`src/rtl/itcm_arbiter.sv`:
```
// itcm_arbiter: shares one single-port 16K x 32 ITCM between the CPU fetch port (M0, read-only)
// and the boot loader / debug port (M1, read/write).
// BOOT state after reset gives M1 exclusive access. RUN gives M1 priority, and a starvation
// counter forces an M0 win after STARVE_MAX lost contended cycles.
// Optional macro ITCM_ARB_OUTREG_EN: registers rvalid/rdata, so read latency becomes 2 cycles.
module itcm_arbiter #(
  parameter int ADDR_WIDTH = 14,
  parameter int DATA_WIDTH = 32,
  parameter int STARVE_MAX = 4
) (
  input  logic                  clk,
  input  logic                  rst,
  input  logic                  boot_done,
  input  logic                  m0_req,
  input  logic [ADDR_WIDTH-1:0] m0_addr,
  output logic                  m0_gnt,
  output logic                  m0_rvalid,
  output logic [DATA_WIDTH-1:0] m0_rdata,
  input  logic                  m1_req,
  input  logic                  m1_we,
  input  logic [ADDR_WIDTH-1:0] m1_addr,
  input  logic [DATA_WIDTH-1:0] m1_wdata,
  output logic                  m1_gnt,
  output logic                  m1_rvalid,
  output logic [DATA_WIDTH-1:0] m1_rdata,
  output logic [ADDR_WIDTH-1:0] ram_addr,
  output logic [DATA_WIDTH-1:0] ram_wr_data,
  output logic                  ram_wr_en,
  input  logic [DATA_WIDTH-1:0] ram_rd_data,
  output logic                  in_boot
);

  typedef enum logic {BOOT, RUN} state_t;

  localparam logic [3:0] STARVE_LIM = 4'(STARVE_MAX);

  state_t     state, state_nxt;
  logic [3:0] starve_cnt, starve_nxt;
  logic       rd0_q, rd1_q;   // read issued last cycle, one tag per master

  // State and starvation counter registers
  always_ff @(posedge clk) begin
    if (rst) begin
      state      <= BOOT;
      starve_cnt <= 4'd0;
    end else begin
      state      <= state_nxt;
      starve_cnt <= starve_nxt;
    end
  end

  // Next state, grants and starvation counter update
  always_comb begin
    state_nxt  = state;
    m0_gnt     = 1'b0;
    m1_gnt     = 1'b0;
    starve_nxt = 4'd0;
    case (state)
      BOOT: begin
        m1_gnt = m1_req;
        if (boot_done) state_nxt = RUN;
      end
      RUN: begin
        if (m0_req && m1_req) begin
          if (starve_cnt == STARVE_LIM) m0_gnt = 1'b1;
          else                          m1_gnt = 1'b1;
        end else begin
          m0_gnt = m0_req;
          m1_gnt = m1_req;
        end
        // Saturating count of consecutive cycles M0 waited
        if (m0_req && !m0_gnt)
          starve_nxt = (starve_cnt == 4'hF) ? starve_cnt : starve_cnt + 4'd1;
      end
      default: state_nxt = BOOT;
    endcase
  end

  assign in_boot     = (state == BOOT);
  assign ram_addr    = m1_gnt ? m1_addr : (m0_gnt ? m0_addr : '0);
  assign ram_wr_en   = m1_gnt & m1_we;
  assign ram_wr_data = m1_wdata;

  // Read tags: which master owns the RAM data returning next cycle
  always_ff @(posedge clk) begin
    if (rst) begin
      rd0_q <= 1'b0;
      rd1_q <= 1'b0;
    end else begin
      rd0_q <= m0_gnt;
      rd1_q <= m1_gnt & ~m1_we;
    end
  end

`ifdef ITCM_ARB_OUTREG_EN
  logic                  v0_q, v1_q;
  logic [DATA_WIDTH-1:0] d_q;

  // Output register stage on read return
  always_ff @(posedge clk) begin
    if (rst) begin
      v0_q <= 1'b0;
      v1_q <= 1'b0;
      d_q  <= '0;
    end else begin
      v0_q <= rd0_q;
      v1_q <= rd1_q;
      d_q  <= ram_rd_data;
    end
  end

  // rst masks rvalid so a read in flight when reset hits never reports
  assign m0_rvalid = v0_q & ~rst;
  assign m1_rvalid = v1_q & ~rst;
  assign m0_rdata  = d_q;
  assign m1_rdata  = d_q;
`else
  assign m0_rvalid = rd0_q & ~rst;
  assign m1_rvalid = rd1_q & ~rst;
  assign m0_rdata  = ram_rd_data;
  assign m1_rdata  = ram_rd_data;
`endif

endmodule

```
`config.mk`:
```
export PLATFORM = sky130hd
export DESIGN_NAME = itcm_arbiter
export DESIGN_NICKNAME = d
export VERILOG_FILES = /design/src/rtl/itcm_arbiter.sv
export SDC_FILE = /design/constraint.sdc
export NUM_CORES = 1
export LEC_CHECK = 0
export ABC_AREA = 1
export CAP_MARGIN = 40
export CORE_AREA = 3 3 82 84
export DETAILED_ROUTE_END_ITERATION = 16
export DIE_AREA = 0 0 85 87
export MAX_ROUTING_LAYER = met4
export PLACE_DENSITY_LB_ADDON = 0.15
export RECOVER_POWER = 50
export SYNTH_ARGS = -nofsm -noshare
export SYNTH_HDL_FRONTEND = slang
export SYNTH_SLANG_ARGS = --single-unit
```
`constraint.sdc`:
```
create_clock -name clk -period 2.4 [get_ports clk]
set_input_delay 0.24 -clock clk [delete_from_list [all_inputs] [get_ports clk]]
set_output_delay 0.24 -clock clk [all_outputs]
set_load 0.01 [all_outputs]
```
# [Yosys cells after proc, flatten, opt, wreduce, memory -nomap -nowiden]
# Index checks and enable logic that the tools add are counted.
[classes] addsub=1 eq_ne=2 muxes=11 bitwise=8 n_reduce_logical=4
[ops] operator="$mux 14" count=2
[ops] operator="$mux 1" count=8
[ops] operator="$add 4x1->4 const B" count=1
[ops] operator="$and 1x1->1" count=4
[ops] operator="$eq 4x3->1 const B" count=1
[ops] operator="$eq 4x4->1 const B" count=1
[ops] operator="$not 1->1" count=4
[ops] operator="$reduce_or 3->1" count=1
[ops] operator="$logic_and 1x1->1" count=2
[ops] operator="$pmux 1 s2" count=1
[ops] operator="$logic_not 1->1" count=1
[word_totals] regBits=7 output_inout_bits=116 word_cells=30

# [Longest topological paths before layout]
[depth] depth_word=8 ltp_mapped=8 mapped_depth_nobuf=7

# [Worst setup path before layout]
# OpenSTA, ideal clock, no wires.
[synth_path] kind="register -> output" startpoint="reg starve_cnt[0]" endpoint="out ram_addr[0]" arrival_ns=1.126 slack_ns=1.034 path_stages_with_launch=9 n_path_buf=1 cell_sequence="dfxtp_1 -> inv_1 -> ha_1 -> nand3_2 -> nand2_4 -> nand2_4 -> buf_6 -> nand2_1 -> nand2_1"
[synth_via] elab_cells_between_ends=10
[synth_rtl] element="from (decl)" line_no="38" rtl="logic [3:0] starve_cnt, starve_nxt;"
[synth_rtl] element="from (signal assigned)" line_no="48" rtl="starve_cnt <= starve_nxt;"
[synth_rtl] element="$eq 4x3->1" line_no="65" rtl="if (starve_cnt == STARVE_LIM) m0_gnt = 1'b1;"
[synth_rtl] element="$mux 1" line_no="65"
[synth_rtl] element="$mux 1" line_no="64" rtl="if (m0_req && m1_req) begin"
[synth_rtl] element="$pmux 1 s2" line_no="58" rtl="case (state)"
[synth_rtl] element="named net m1_gnt" line_no="23" rtl="output logic m1_gnt,"
[synth_rtl] element="$mux 14" line_no="80" rtl="assign ram_addr = m1_gnt ? m1_addr : (m0_gnt ? m0_addr : '0);"
[synth_rtl] element="to (decl)" line_no="26" rtl="output logic [ADDR_WIDTH-1:0] ram_addr,"
# The timed path passes the listed nets, and every way through them passes these cells. The select of a mux whose other input is x is not followed.

# [Worst setup path after layout]
[layout_path] startpoint="reg starve_cnt[0]" endpoint="out ram_addr[12]"
[layout_via] elab_chain_len=7 elab_cells_between_ends=10
[layout_lines] element="$eq 4x3->1 (*)" line_no="65"
[layout_lines] element="$mux 1" line_no="65"
[layout_lines] element="$mux 1" line_no="64"
[layout_lines] element="$mux 1 (2 in series)" line_no="58"
[layout_lines] element="$mux 14" line_no="80"
[layout_lines] element="$mux 14 (*)" line_no="80"
# Every way passes the cells marked *; elsewhere a longest branch is shown, timed or not. The select of a mux whose other input is x is not followed.

==> impl_metrics.tcl <==
set metrics [dict create \
    synth_area_um2 1280 \
    post_drt_wl_per_cell_um 12.4 \
    clock-sinks 7 \
    grt_pass1_wl_um 4280 \
    rsz0062_at_grt "false" \
    nNetsFinal 251 \
    holdBufCountCts 0 \
    place_congestion 0.643 \
    finClkSkew_ns 0.000938 \
    grt_overflow_total 0 \
    avgSynthCellArea_um2 6.69 \
    whs_endpoint "m1_rdata[11]" \
    ios 214 \
    drv_cap 0 \
    cts_max_level 1 \
    clock_path_buffers 2 \
    hp-start "ram_rd_data[11]" \
    drc_errors 0 \
    synth-seq-area-share 0.109 \
    arrival_ns 1.98 \
    slew_headroom 0.685 \
    vias 844 \
    grt_antenna_before_repair 0 \
    cp-end-kind "primary output" \
    cp.required_ns 2.16 \
    portBuffers 53 \
    post_cts_buffers 0 \
    die_w_um 85 \
    ys_ff_latch 7 \
    max-vdd-ir-drop_v 0.000151 \
    min_period_ns 2.22 \
    worst_pin_slew_ns 0.471 \
    hold_path_depth 0 \
    cp_slowest_stage_delay_ns 0.54 \
    cp_max_fo 18 \
    ff2ff_setup_slack_ns 1.20 \
    drt-vias-per-instance 3.75 \
    p_leak_uw 0.000509 \
    yosys.cell_types.count 15 \
    tns_ns 0 \
    r2r-start "starve_cnt[0]" \
    antenna_cells 0 \
    max_freq_ghz 0.451 \
    core_area_um2 5990 \
    reg2reg_depth 6 \
    crit_top_cell "nand2_1" \
    finalNonFillerCells 225 \
    p_per_area_nw_per_um2 365 \
    fp.dieArea_um2 7400 \
    cp_top_family "buffers and inverters" \
    hold_class "primary input to primary output" \
    drt_wl_total_um 2790 \
    start_util 0.214 \
    drt-pass1-iter-count 4 \
    numCtsBuffers 3 \
    dp_cells 221 \
    crit_slowest_cell "clkdlybuf4s50_1" \
    gr-usage-all-layers 0.0737 \
    hpwl_um 2290 \
    outcome "finished clean" \
    clkTransAtPathRegs_ns 0.04 \
    area_growth_pct -5.16 \
    cts_root_buffer "clkbuf_8" \
    finalInstanceArea_um2 1220 \
    clkLatencyLatePin_ns 0.22 \
    die_h_um 87 \
    synthCells 192 \
    cts_tree "yes" \
    rows 28 \
    initialDrtViolationCount 23 \
    setup_viol 0 \
    reg2reg_to "rd0_q" \
    report.final.slew_viol_count 0 \
    layout-drive-gt1-share 0.0467 \
    placed_area_um2 1160 \
    hold_violations 0 \
    ant_nets 0 \
    syn-num-nets 292 \
    criticalPathCategory "flip-flop to primary output" \
    path_cells "inv_1 -> ha_1 -> nand3_2 -> nand2_4 -> nand2_8 -> nand2_1 -> nand2_1 -> clkdlybuf4s50_1" \
    grt_max_degree 19 \
    critPathBufInv 2 \
    yosysWarnings 0 \
    cp-start-kind "flip-flop" \
    period_share 0.923 \
    grt_pass1_vias 921 \
]
-- layout make-up --
class,instances,area (um^2)
Sequential cell,7,140
Timing Repair Buffer,53,531
Fill cell,676,4770
Clock buffer,4,45.0
Tap cell,75,93.8
Multi-Input combinational cell,76,372
Inverter,10,37.5
-- cell usage in the layout (no fill, tap or decap), types with 2 or more instances in the layout --
master	n
clkdlybuf4s50_1	53
nand2_1	37
nand3_1	17
inv_1	10
nor2_1	8
dfxtp_1	7
a21oi_1	5
clkbuf_8	3
nand4_1	2
ha_1	2
-- where the power goes --
part / switching, uW / total [uW] / internal (uW)
combinational: 63.0 / 162 / 99.0
clock: 46.6 / 161 / 115
sequential: 1.62 / 121 / 120
-- Yosys cell counts --
cell      count  area [um^2]
buf_4        97          728
a21oi_1       5         25.0
dfxtp_1       7          140
nand2_4       2         22.5
ha_1          2         25.0
nor2_1        8         30.0
nand3_1      17         85.1
buf_6         1         11.3
buf_2         1         5.00
or2_2         1         6.26
nand3_2       1         10.0
inv_1        10         37.5
a21boi_0      1         7.51
nand4_1       2         12.5
nand2_1      37          139
-- how the worst max path moves through the flow --
stage / slack (ns) / from / endpoint / cells past startpoint
floorplan: 1.03 / starve_cnt[0] / ram_addr[0] / 8
global placement: 0.19 / m1_req / ram_addr[12] / 6
detailed placement: 0.22 / m0_req / ram_addr[1] / 6
CTS: 0.1 / starve_cnt[0] / ram_addr[12] / 8
global route: 0.04 / starve_cnt[0] / ram_addr[1] / 8
finish: 0.18 / starve_cnt[0] / ram_addr[12] / 8
-- through the flow --
stage / hold WS (ns) / utilization / total power (uW) / setup slack [ns]
4_1_cts: 0.480 / 0.202 / 451 / 0.0952
2_1_floorplan: 0.312 / - / 341 / 1.03
3_3_place_gp: 0.480 / 0.194 / 285 / 0.186
5_1_grt: 0.480 / 0.203 / 472 / 0.0360
6_report: 0.480 / 0.203 / 445 / 0.185
3_5_place_dp: 0.480 / 0.194 / 285 / 0.223
-- sequential cells by signal (all words and copies together), names as in the netlist --
name and cells:
rd0_q 1, starve_cnt 4, state 1, rd1_q 1
-- metal layers --
| metal | global-route usage | wire length, um | vias up |
|---|---|---|---|
| met4 | 0.0676 | 142 | 0 |
| met5 | - | 0 | - |
| met2 | 0.116 | 1420 | 39 |
| met1 | 0.0773 | 990 | 367 |
| li1 | - | - | 414 |
| met3 | 0.0151 | 238 | 24 |
-- worst register-to-register path, cell delays in order (launching register included) --
cell     delay [ns]
dfxtp_1        0.36
inv_1          0.07
ha_1           0.21
nand3_2        0.10
nand2_4        0.16
nand2_1        0.13
nor2_1         0.05
-- cells by family after synthesis --
group | share of synthesized area
compound gates | 0.0253
fa+ha+maj | 0.0195
buf+inv | 0.609
flops | 0.109
simple gates | 0.238
-- what timing repair did --
item	4_1_cts	5_1_grt
endpoints found under the hold margin	0	0
setup endpoints to repair	0	4
resized for setup	0	1
Power figures use the tool's default switching activity.
